**src/rtl/plic_claim_complete_master.sv**
```systemverilog
// Hart-side PLIC claim/complete engine: on irq reads the target claim register over AXI4,
// hands the source ID to a consumer, then writes it back as the completion.
module plic_claim_complete_master #(
   parameter int unsigned AXI_ADDR_WIDTH = 32,
   parameter int unsigned AXI_DATA_WIDTH = 32,
   parameter int unsigned AXI_ID_WIDTH = 2,
   parameter int unsigned SRCW = 5,
   parameter logic [AXI_ADDR_WIDTH-1:0] PLIC_BASE = 32'h0400_0000,
   parameter int unsigned TARGET_ID = 0,
   parameter int unsigned HOLDOFF = 2
) (
   input  logic                        clk_i,
   input  logic                        rst_ni,
   input  logic                        irq_i,
   output logic                        claim_valid_o,
   output logic [SRCW-1:0]             claim_id_o,
   input  logic                        claim_ready_i,
   input  logic                        done_valid_i,
   output logic                        done_ready_o,
   output logic                        busy_o,
   output logic                        err_o,
   output logic [15:0]                 spurious_cnt_o,
   output logic                        m_axi_arvalid,
   output logic [AXI_ID_WIDTH-1:0]     m_axi_arid,
   output logic [AXI_ADDR_WIDTH-1:0]   m_axi_araddr,
   output logic [7:0]                  m_axi_arlen,
   output logic [2:0]                  m_axi_arsize,
   output logic [1:0]                  m_axi_arburst,
   output logic                        m_axi_arlock,
   output logic [3:0]                  m_axi_arcache,
   output logic [2:0]                  m_axi_arprot,
   output logic [3:0]                  m_axi_arqos,
   output logic [3:0]                  m_axi_arregion,
   input  logic                        m_axi_arready,
   input  logic                        m_axi_rvalid,
   input  logic [AXI_ID_WIDTH-1:0]     m_axi_rid,
   input  logic [AXI_DATA_WIDTH-1:0]   m_axi_rdata,
   input  logic [1:0]                  m_axi_rresp,
   input  logic                        m_axi_rlast,
   output logic                        m_axi_rready,
   output logic                        m_axi_awvalid,
   output logic [AXI_ID_WIDTH-1:0]     m_axi_awid,
   output logic [AXI_ADDR_WIDTH-1:0]   m_axi_awaddr,
   output logic [7:0]                  m_axi_awlen,
   output logic [2:0]                  m_axi_awsize,
   output logic [1:0]                  m_axi_awburst,
   output logic                        m_axi_awlock,
   output logic [3:0]                  m_axi_awcache,
   output logic [2:0]                  m_axi_awprot,
   output logic [3:0]                  m_axi_awqos,
   output logic [3:0]                  m_axi_awregion,
   input  logic                        m_axi_awready,
   output logic                        m_axi_wvalid,
   output logic [AXI_DATA_WIDTH-1:0]   m_axi_wdata,
   output logic [AXI_DATA_WIDTH/8-1:0] m_axi_wstrb,
   output logic                        m_axi_wlast,
   input  logic                        m_axi_wready,
   input  logic                        m_axi_bvalid,
   input  logic [AXI_ID_WIDTH-1:0]     m_axi_bid,
   input  logic [1:0]                  m_axi_bresp,
   output logic                        m_axi_bready
);

   localparam int unsigned HW = (HOLDOFF < 1) ? 1 : $clog2(HOLDOFF + 1);
   localparam logic [AXI_ADDR_WIDTH-1:0] CLAIM_ADDR =
      PLIC_BASE + AXI_ADDR_WIDTH'(32'h0020_0004 + TARGET_ID * 32'h1000);

   if (AXI_DATA_WIDTH != 32) begin : g_bad_data_width
      $error("plic_claim_complete_master: AXI_DATA_WIDTH must be 32");
   end
   if (HOLDOFF < 1) begin : g_bad_holdoff
      $error("plic_claim_complete_master: HOLDOFF must be >= 1");
   end

   typedef enum logic [2:0] {
      StIdle, StAr, StR, StDeliver, StWaitDone, StWr, StB
   } state_e;

   state_e          state_q, state_d;
   logic [HW-1:0]   holdoff_q, holdoff_d;
   logic [SRCW-1:0] claim_id_q, claim_id_d;
   logic            err_q, err_d;
   logic [15:0]     spur_q, spur_d;
   logic            aw_done_q, aw_done_d;
   logic            w_done_q, w_done_d;
   logic            aw_fire, w_fire;
   logic            unused_inputs;

   assign aw_fire = m_axi_awvalid && m_axi_awready;
   assign w_fire  = m_axi_wvalid && m_axi_wready;

   always_comb begin
      state_d    = state_q;
      holdoff_d  = holdoff_q;
      claim_id_d = claim_id_q;
      err_d      = err_q;
      spur_d     = spur_q;
      aw_done_d  = aw_done_q;
      w_done_d   = w_done_q;
      unique case (state_q)
         StIdle: begin
            if (holdoff_q != '0) begin
               holdoff_d = holdoff_q - HW'(1);
            end else if (irq_i) begin
               state_d = StAr;
            end
         end
         StAr: if (m_axi_arready) state_d = StR;
         StR: begin
            if (m_axi_rvalid) begin
               if (m_axi_rresp != 2'b00) begin
                  err_d     = 1'b1;
                  holdoff_d = HW'(HOLDOFF);
                  state_d   = StIdle;
               end else if (m_axi_rdata[SRCW-1:0] == '0) begin
                  if (spur_q != 16'hFFFF) spur_d = spur_q + 16'd1;
                  holdoff_d = HW'(HOLDOFF);
                  state_d   = StIdle;
               end else begin
                  claim_id_d = m_axi_rdata[SRCW-1:0];
                  state_d    = StDeliver;
               end
            end
         end
         StDeliver: if (claim_ready_i) state_d = StWaitDone;
         StWaitDone: begin
            aw_done_d = 1'b0;
            w_done_d  = 1'b0;
            if (done_valid_i) state_d = StWr;
         end
         StWr: begin
            // AW and W complete independently; each valid is dropped once its beat is taken
            if (aw_fire) aw_done_d = 1'b1;
            if (w_fire) w_done_d = 1'b1;
            if ((aw_done_q || aw_fire) && (w_done_q || w_fire)) state_d = StB;
         end
         StB: begin
            if (m_axi_bvalid) begin
               if (m_axi_bresp != 2'b00) err_d = 1'b1;
               holdoff_d = HW'(HOLDOFF);
               state_d   = StIdle;
            end
         end
         default: state_d = StIdle;
      endcase
   end

   always_ff @(posedge clk_i) begin
      if (!rst_ni) begin
         state_q    <= StIdle;
         holdoff_q  <= '0;
         claim_id_q <= '0;
         err_q      <= 1'b0;
         spur_q     <= '0;
         aw_done_q  <= 1'b0;
         w_done_q   <= 1'b0;
      end else begin
         state_q    <= state_d;
         holdoff_q  <= holdoff_d;
         claim_id_q <= claim_id_d;
         err_q      <= err_d;
         spur_q     <= spur_d;
         aw_done_q  <= aw_done_d;
         w_done_q   <= w_done_d;
      end
   end

   assign claim_valid_o  = (state_q == StDeliver);
   assign claim_id_o     = claim_id_q;
   assign done_ready_o   = (state_q == StWaitDone);
   assign busy_o         = (state_q != StIdle);
   assign err_o          = err_q;
   assign spurious_cnt_o = spur_q;

   assign m_axi_arvalid  = (state_q == StAr);
   assign m_axi_arid     = '0;
   assign m_axi_araddr   = CLAIM_ADDR;
   assign m_axi_arlen    = 8'd0;
   assign m_axi_arsize   = 3'b010;
   assign m_axi_arburst  = 2'b01;
   assign m_axi_arlock   = 1'b0;
   assign m_axi_arcache  = 4'd0;
   assign m_axi_arprot   = 3'd0;
   assign m_axi_arqos    = 4'd0;
   assign m_axi_arregion = 4'd0;
   assign m_axi_rready   = (state_q == StR);

   assign m_axi_awvalid  = (state_q == StWr) && !aw_done_q;
   assign m_axi_awid     = '0;
   assign m_axi_awaddr   = CLAIM_ADDR;
   assign m_axi_awlen    = 8'd0;
   assign m_axi_awsize   = 3'b010;
   assign m_axi_awburst  = 2'b01;
   assign m_axi_awlock   = 1'b0;
   assign m_axi_awcache  = 4'd0;
   assign m_axi_awprot   = 3'd0;
   assign m_axi_awqos    = 4'd0;
   assign m_axi_awregion = 4'd0;
   assign m_axi_wvalid   = (state_q == StWr) && !w_done_q;
   assign m_axi_wdata    = AXI_DATA_WIDTH'(claim_id_q);
   assign m_axi_wstrb    = '1;
   assign m_axi_wlast    = 1'b1;
   assign m_axi_bready   = (state_q == StB);

   // IDs, rlast and the upper claim data bits carry no meaning for a single-beat claim
   assign unused_inputs = ^{m_axi_rid, m_axi_bid, m_axi_rlast, m_axi_rdata[AXI_DATA_WIDTH-1:SRCW]};

endmodule

```
**config.mk**
```make
export PLATFORM = sky130hd
export DESIGN_NAME = plic_claim_complete_master
export DESIGN_NICKNAME = d
export VERILOG_FILES = /design/src/rtl/plic_claim_complete_master.sv
export SDC_FILE = /design/constraint.sdc
export NUM_CORES = 1
export LEC_CHECK = 0
export ABC_AREA = 1
export CAP_MARGIN = 0
export CORE_ASPECT_RATIO = 0.9
export CORE_UTILIZATION = 25
export DETAILED_ROUTE_END_ITERATION = 10
export MAX_ROUTING_LAYER = met4
export PLACE_DENSITY = 0.67
export SLEW_MARGIN = 5
export SYNTH_ARGS = -nofsm -noshare
export SYNTH_HDL_FRONTEND = slang
export SYNTH_SLANG_ARGS = --single-unit
```
**constraint.sdc**
```tcl
create_clock -name clk_i -period 2.2 [get_ports clk_i]
set_input_delay 0.44 -clock clk_i [delete_from_list [all_inputs] [get_ports clk_i]]
set_output_delay 0.44 -clock clk_i [all_outputs]
set_load 0.02 [all_outputs]
```
==> impl_metrics.tcl, run 1 <==
set metrics [dict create \
    status "complete, no violations" \
    skew_ns 0.00660 \
    grt.total_usage_pct 8.89 \
    fin_crit_ns 2.07 \
    relSlewSlack_pct 57.4 \
    rsz0062_at_grt "false" \
    end_kind "primary output" \
    min_path_type "reg2reg" \
    hold_buffers 0 \
    setup_tns_ns 0 \
    power.density_nw_per_um2 670 \
    dieHeight_um 106 \
    final_common_cell "conb_1" \
    cts.path.max_buffers 2 \
    num_antenna_cells 0 \
    crit_arrival_ns 1.63 \
    irDropWorstVdd_mv 0.239 \
    clk_pin_slew_worst_paths_ns 0.05 \
    grt_overflow_total 0 \
    syn_to_final_growth_pct 8.84 \
    synth_seq_cells 29 \
    setup-violations-final 0 \
    cp.required_ns 1.76 \
    ant_nets 0 \
    synth.area.top_cells "buf_4 (41%), dfxtp_1 (19%), nand2_1 (7.3%), nor2_1 (5.5%), a21oi_1 (3.5%)" \
    holdWs_ns 0.478 \
    yosysTopAreaCell "buf_4" \
    crit_family "buffers and inverters" \
    final_util_pct 28.4 \
    num_vias 2254 \
    yosys.area.top_type_share_pct 40.6 \
    yosysSeqAreaShare_pct 19.3 \
    finalPower_mw 2.20 \
    grt_max_degree 17 \
    gp_congestion 0.829 \
    cp_num_buf_inv 3 \
    post-route-period-util_pct 94.2 \
    syn-cell-area_um2 3020 \
    ys_warn_count 0 \
    via_per_inst 3.51 \
    drt_pass1_iterations 4 \
    worstPathCellList "inv_2 > nor2_1 > inv_1 > nor2_1 > clkdlybuf4s50_1" \
    numCtsBuffers 5 \
    pre_cts_ws_ns 0.148 \
    top_layer_used "met4" \
    clock_sinks 29 \
    grt_first_pass_wirelength_um 8730 \
    critPathLaunchType "register" \
    cts_tree "yes" \
    ctsHtreeMaxLevel 2 \
    num_rows 37 \
    initial_core_util_pct 26.1 \
    drive_gt1_share_pct 7.60 \
    hp-start "holdoff_q[0]" \
    met2_length_um 2710 \
    maxCapViolCount 0 \
    hpwl_um 4560 \
    drcViolationCount 0 \
    max_stage_delay_ns 0.60 \
    wl_met1_um 2490 \
    io_buffer_count 53 \
    fin_ws_ns 0.127 \
    finalMaxSlewViolations 0 \
    root_buffer "clkbuf_16" \
    grt_pass1_vias 1813 \
    synth.avg_cell_area_um2 7.01 \
    cpMaxStageDelayCell "clkdlybuf4s50_1" \
    critPathKind "reg2out" \
    hold_violations 0 \
    rrSetupSlack_ns 0.41 \
    routed_wl_um 5640 \
    drtIter0Drc 60 \
    r2r-start "spurious_cnt_o[0]" \
    cp-startpoint "state_q[0]" \
    die_area_um2 12500 \
    finalNetCount 539 \
    fmax_mhz 482 \
    tightest_slew_ns 0.638 \
    grt_antenna_before_repair 0 \
    synth_cell_types 32 \
    cp_max_fo 4 \
    netlist_instances 430 \
    design.core.area_um2 11600 \
    leakage_nw 1.63 \
    die_w_um 118 \
    cts_setup_buffers 0 \
    final_cell_mix "conb_1 (158), nand2_1 (59), clkdlybuf4s50_1 (52)" \
    wl_met3_um 430 \
    avgRoutedWirePerCell_um 8.77 \
    cpMostUsedCell "nor2_1" \
    clkLatencyLatePin_ns 0.27 \
    pin_count 244 \
]
==> metal layers <==
layer  track usage [%]  vias to the layer above
met5                 -                        -
met4              2.20                        0
met3              1.93                        2
met2              14.6                      115
met1              11.1                      992
li1                  -                     1145
==> tightest hold or removal path, delay by kind of cell, from the launching register on <==
kind                   cells  cell delay (ns)
buffers and inverters      1             0.07
DFF                        1             0.31
AOI/OAI and AO/OA          1             0.06
==> flip-flops by register name, indices dropped and copies added, names as in the netlist <==
| register | count |
|---|---|
| aw_done_q | 1 |
| claim_id_o | 5 |
| err_o | 1 |
| holdoff_q | 2 |
| spurious_cnt_o | 16 |
| state_q | 3 |
| w_done_q | 1 |
==> final timing paths <==
path                              to  cells after the start
setup / recovery       m_axi_arvalid                      5
hold / removal          holdoff_q[0]                      2
setup reg to reg  spurious_cnt_o[14]                      6
hold reg to reg         holdoff_q[0]                      2
==> cell type report <==
| cell class | instances | area [um2] |
|---|---|---|
| fill | 1286 | 8290 |
| multi-input combinational | 359 | 1640 |
| timing repair buffer | 62 | 613 |
| sequential | 29 | 581 |
| tap | 156 | 195 |
| clock buffer | 5 | 125 |
| inverter | 29 | 109 |
| clock inverter | 3 | 17.5 |
==> synthesized netlist by cell type <==
library cell  number
xnor2_1            4
nand3b_1           1
inv_1             26
nor3b_1            1
nand4_4            1
or2_2              1
nor2_4             1
a21oi_1           21
o21ai_0           10
clkbuf_1           2
o21ai_1           11
ha_1               2
nor2_1            44
nor3_4             1
nand2_1           59
buf_2              1
nand2_4            2
xor2_1             7
buf_4            163
nor2_2             4
inv_2              3
nor2_8             1
nand3_1           10
nand4_1            5
a31oi_1            3
nor3_1             5
nor3_2             1
buf_6              3
o21bai_1           1
conb_1             2
nand3_2            5
dfxtp_1           29
==> where the power goes <==
group | switching [mW] | leakage, nW | internal (mW)
clock network | 0.245 | 0.0696 | 0.414
logic | 0.641 | 1.32 | 0.282
registers | 0.0456 | 0.235 | 0.573
==> metrics by stage <==
| stage | cells | instance area (um2) |
|---|---|---|
| 5_1_grt | 643 | 3280 |
| 3_5_place_dp | 635 | 3140 |
| 4_1_cts | 643 | 3280 |
| 3_3_place_gp | 635 | 3140 |
| 2_1_floorplan | 586 | 3600 |
| 6_report | 643 | 3280 |
==> timing repair <==
| item | in CTS | in global routing |
|---|---|---|
| hold endpoints to repair | 0 | 0 |
| resized for setup | 0 | 1 |
| endpoints found under the setup margin | 0 | 1 |
==> kinds of logic (layout without fill, tap and decap cells) <==
family	count (synthesis)	after routing	share of synthesized area [%]
fa+ha+maj	2	2	0.830
flops	29	29	19.3
other cells	2	158	0.249
xor+xnor	11	11	3.19
compound gates	46	46	7.84
simple gates	142	142	22.9
buf+inv	198	99	45.7
Note: power is estimated with default switching activity, not from simulation.
==> inputs of run 2 (changes only) <==
==> constraint.sdc (replaced) <==
create_clock -name clk_i -period 2.5 [get_ports clk_i]
set_input_delay 0.5 -clock clk_i [delete_from_list [all_inputs] [get_ports clk_i]]
set_output_delay 0.5 -clock clk_i [all_outputs]
set_load 0.02 [all_outputs]
==> run 2 against run 1 <==
  * Clock skew is 0.0027 ns lower
  * Highest routed layer unchanged
  * Clock power increased by 7.3%
  * Flip-flop and latch count stayed put
  * Critical endpoint is now m_axi_awvalid
  * Worst setup slack improved by 0.11 ns
==> impl_metrics.tcl, run 2 (synthesis gave the netlist of run 1 again) <==
set metrics [dict create \
    status "complete, no violations" \
    holdWs_ns 0.477 \
    comb_power_share_pct 39.6 \
    gp_congestion 0.838 \
    rrSetupSlack_ns 0.67 \
    setup-violations-final 0 \
    die_area_um2 12500 \
    rsz0062_at_grt "false" \
    cp.required_ns 2.00 \
    tightest_slew_ns 0.595 \
    grt.total_usage_pct 8.92 \
    finalMaxSlewViolations 0 \
    clock_sinks 29 \
    ant_nets 0 \
    grt_max_degree 17 \
    grt_antenna_before_repair 0 \
    drt_pass1_iterations 4 \
    skew_ns 0.00387 \
    min_path_type "reg2reg" \
    r2r-start "spurious_cnt_o[0]" \
    post-route-period-util_pct 90.4 \
    end_kind "primary output" \
    critPathKind "reg2out" \
    grt_pass1_vias 1837 \
    fmax_mhz 442 \
    dieHeight_um 106 \
    hold_buffers 0 \
    switching_share_pct 39.3 \
    final_cell_mix "conb_1 (158), nand2_1 (59), clkdlybuf4s50_1 (53)" \
    root_buffer "clkbuf_16" \
    drcViolationCount 0 \
    ctsHtreeMaxLevel 2 \
    pwr-share-seq_pct 26.1 \
    p_clk_share_pct 34.4 \
    clk_pin_slew_worst_paths_ns 0.05 \
    hp-start "aw_done_q" \
    drive_gt1_share_pct 6.63 \
    irDropWorstVdd_mv 0.208 \
    io_buffer_count 53 \
    internal-power_mw 1.25 \
    fin_crit_ns 2.26 \
    via_per_inst 3.53 \
    cp-startpoint "state_q[2]" \
    cts_setup_buffers 0 \
    cts_tree "yes" \
    leakage_nw 1.60 \
    cts_resized 0 \
    critPathLaunchType "register" \
    pin_count 244 \
    crit_arrival_ns 1.76 \
    cts.path.max_buffers 2 \
    setup_tns_ns 0 \
    largest_reg_flops 16 \
    num_antenna_cells 0 \
    final_common_cell "conb_1" \
    numCtsBuffers 5 \
    num_rows 37 \
    maxCapViolCount 0 \
    worstPathCellList "buf_4 > nand3_2 > nor2_1 > clkdlybuf4s50_1" \
    routed_wl_um 5600 \
    design.core.area_um2 11600 \
    drtIter0Drc 91 \
    grt_first_pass_wirelength_um 8800 \
    relSlewSlack_pct 60.3 \
    syn_to_final_growth_pct 8.34 \
    reg2reg_depth 8 \
    avgRoutedWirePerCell_um 8.77 \
    hpwl_um 4440 \
    num_vias 2253 \
    power.density_nw_per_um2 630 \
    finalNetCount 535 \
    cp_max_fo 11 \
    grt_overflow_total 0 \
    clkLatencyLatePin_ns 0.27 \
    die_w_um 118 \
    p_switching_mw 0.810 \
    r2r_end "spurious_cnt_o[15]" \
    critPathCapture "m_axi_awvalid" \
    initial_core_util_pct 26.1 \
    cpMaxStageDelayCell "clkdlybuf4s50_1" \
    max_stage_delay_ns 0.67 \
    hold_violations 0 \
]
==> run 2: metal layers <==
layer / part of all wire [%] / wire length [um] / vias up / global-route usage [%]
met4: 0.91 / 51 / 0 / 2.20
met5: 0 / 0 / - / -
met1: 46 / 2580 / 1009 / 11.7
met3: 6.1 / 339 / 6 / 1.88
met2: 47 / 2630 / 110 / 13.9
li1: - / - / 1128 / -
==> run 2: worst min-delay path by stage <==
stage / cells past startpoint / endpoint
floorplan: 2 / holdoff_q[0]
global placement: 2 / err_o
detailed placement: 2 / holdoff_q[0]
CTS: 2 / holdoff_q[0]
global route: 2 / err_o
finish: 2 / aw_done_q
==> run 2: layout make-up <==
cell class / instances / area (um2)
fill: 1290 / 8310
multi-input combinational: 359 / 1640
sequential: 29 / 581
timing repair buffer: 58 / 568
tap: 156 / 195
clock buffer: 7 / 143
inverter: 29 / 109
clock inverter: 1 / 30.0
==> run 2: worst max-delay path, delay by kind of cell (launching register included) <==
kind	cells	cell delay (ns)
and+or+nand+nor	2	0.30
DFF	1	0.31
buffers and inverters	2	0.88
==> run 2: power by group through the flow <==
| stage | Combinational (mW) | Clock [mW] | Sequential, mW |
|---|---|---|---|
| 2_1_floorplan | 0.791 | 0 | 0.556 |
| 3_3_place_gp | 0.811 | 0 | 0.545 |
| 3_5_place_dp | 0.813 | 0 | 0.545 |
| 4_1_cts | 0.816 | 0.731 | 0.537 |
| 5_1_grt | 0.914 | 0.747 | 0.542 |
| 6_report | 0.815 | 0.707 | 0.537 |
==> run 2: stage by stage <==
step / worst slack (ns) / power, mW / std cells / util [%] / instance area, um2
after global placement: 0.389 / 1.36 / 631 / 26.7 / 3090
after CTS: 0.213 / 2.08 / 639 / 28.2 / 3270
after global routing: 0.118 / 2.20 / 639 / 28.2 / 3270
final: 0.239 / 2.06 / 639 / 28.2 / 3270
after floorplan: 0.823 / 1.35 / 586 / - / 3600
after detailed placement: 0.360 / 1.36 / 631 / 26.7 / 3090
==> inputs of run 3 (changes only) <==
--- a/config.mk
+++ b/config.mk
@@ -8,10 +8,10 @@
 export ABC_AREA = 1
 export CAP_MARGIN = 0
 export CORE_ASPECT_RATIO = 0.9
-export CORE_UTILIZATION = 25
+export CORE_UTILIZATION = 30
 export DETAILED_ROUTE_END_ITERATION = 10
 export MAX_ROUTING_LAYER = met4
-export PLACE_DENSITY = 0.67
+export PLACE_DENSITY = 0.78
 export SLEW_MARGIN = 5
 export SYNTH_ARGS = -nofsm -noshare
 export SYNTH_HDL_FRONTEND = slang
==> constraint.sdc (replaced) <==
create_clock -name clk_i -period 2.3 [get_ports clk_i]
set_input_delay 0.46 -clock clk_i [delete_from_list [all_inputs] [get_ports clk_i]]
set_output_delay 0.46 -clock clk_i [all_outputs]
set_load 0.02 [all_outputs]
==> run 3 against run 2 <==
  * Sequential power increased by 11%
  * Clock skew up 0.0042 ns
  * Flip-flop and latch count is the same
  * Clock-buffer cell count shrank 1
==> impl_metrics.tcl, run 3 (synthesis gave the netlist of run 1 again) <==
set metrics [dict create \
    worstPathCellList "inv_1 > nand3_2 > nor2_1 > clkdlybuf4s50_1" \
    instances_no_fill 612 \
    cp_num_buf_inv 2 \
    max_stage_delay_ns 0.64 \
    pin_count 244 \
    tightest_slew_ns 0.572 \
    grt_max_degree 17 \
    grt_antenna_before_repair 0 \
    critPathLaunchType "register" \
    cpMaxStageDelayCell "clkdlybuf4s50_1" \
    routed_wl_um 5360 \
    skew_ns 0.00805 \
    cts_tree "yes" \
    numCtsBuffers 5 \
    cts_resized 0 \
    grt_pass1_vias 1844 \
    grt.total_usage_pct 10.2 \
    hpwl_um 4320 \
    fin_ws_ns 0.182 \
    clock_sinks 29 \
    leakage_nw 1.57 \
    root_buffer "clkbuf_8" \
    num_antenna_cells 0 \
    nFillCells 1051 \
    drcViolationCount 0 \
    num_vias 2268 \
    met2_length_um 2640 \
    crit_arrival_ns 1.66 \
    setup-violations-final 0 \
    ctsHtreeMaxLevel 2 \
    wl_met1_um 2320 \
    irDropWorstVdd_mv 0.198 \
    design.core.area_um2 9700 \
    largest_reg_flops 16 \
    drtIter0Drc 101 \
    syn_to_final_growth_pct 4.90 \
    rsz0062_at_grt "false" \
    finalPower_mw 1.87 \
    grt_overflow_total 0 \
    via_per_inst 3.71 \
    power.density_nw_per_um2 592 \
    critPathKind "reg2out" \
    io_buffer_count 53 \
    status "complete, no violations" \
    avgRoutedWirePerCell_um 8.75 \
    multiInputGateArea_um2 1640 \
    drive_gt1_share_pct 7.41 \
    final_common_cell "conb_1" \
    wl_met3_um 377 \
    drt_pass1_iterations 4 \
    initial_core_util_pct 31.1 \
    min_path_type "reg2reg" \
    finalNetCount 538 \
    fmax_mhz 472 \
    top_layer_used "met4" \
    clkLatencyLatePin_ns 0.27 \
    cts_setup_buffers 0 \
    grt_first_pass_wirelength_um 8350 \
    register_area_um2 582 \
    final_cell_mix "conb_1 (158), nand2_1 (59), clkdlybuf4s50_1 (53)" \
    die_area_um2 10500 \
    post-route-period-util_pct 92.1 \
    hold_buffers 0 \
    maxCapViolCount 0 \
    finalMaxSlewViolations 0 \
    ant_nets 0 \
    cts.path.max_buffers 2 \
    pre_cts_ws_ns 0.223 \
    cp_max_fo 5 \
    num_rows 34 \
    relSlewSlack_pct 61.8 \
    cp.required_ns 1.84 \
    fin_crit_ns 2.12 \
    dp.cells 604 \
    crit_family "buffers and inverters" \
    hold_violations 0 \
    end_kind "primary output" \
    clk_pin_slew_worst_paths_ns 0.06 \
    gp_congestion 0.858 \
    dieHeight_um 97.1 \
    die_w_um 108 \
    setup_tns_ns 0 \
]
==> run 3: cell types whose count changed in the layout (fill, tap and decap cells not counted) <==
cell,change
buf_4,+3
clkinv_2,+2
bufinv_16,-1
clkbuf_8,+4
clkbuf_16,-5
dfxtp_1,-1
dfxtp_2,+1
==> run 3: area by class of cell <==
class | instances | share of cell area, %
well taps | 126 | 4.98
clock inverters | 2 | 0.316
multi-input cells | 359 | 51.9
repair buffers | 61 | 18.7
clock buffers | 6 | 2.29
flip-flops and latches | 29 | 18.4
inverters | 29 | 3.44
==> run 3: tightest hold or removal path: stages, from the launching register on <==
cell,delay [ns]
dfxtp_1,0.31
inv_1,0.07
a21oi_1,0.06
==> run 3: stage by stage <==
stage / util [%] / hold slack (ns) / area [um2]
final: 32.6 / 0.479 / 3160
after global routing: 32.6 / 0.521 / 3160
after CTS: 32.6 / 0.482 / 3160
after detailed placement: 31.7 / 0.473 / 3080
after global placement: 31.7 / 0.462 / 3080
after floorplan: - / 0.447 / 3600
==> run 3: where the power goes <==
group / switching (mW) / internal, mW / total, mW
clock network: 0.187 / 0.209 / 0.396
registers: 0.0484 / 0.549 / 0.597
logic: 0.609 / 0.270 / 0.879
==> run 3: path summary, 6_finish.rpt <==
check                                        from                 end  slack [ns]  cells past startpoint
worst max-delay path                   state_q[1]       m_axi_awvalid        0.18                      4
worst min-delay path                 holdoff_q[0]        holdoff_q[0]        0.48                      2
worst max register to register  spurious_cnt_o[1]  spurious_cnt_o[10]        0.54                      8
worst min register to register       holdoff_q[0]        holdoff_q[0]        0.48                      2
==> run 3: per-layer routing <==
| metal | up-vias | global-route usage (%) |
|---|---|---|
| met2 | 123 | 16.3 |
| li1 | 1138 | - |
| met1 | 1005 | 12.8 |
| met5 | - | - |
| met3 | 2 | 2.41 |
| met4 | 0 | 2.53 |
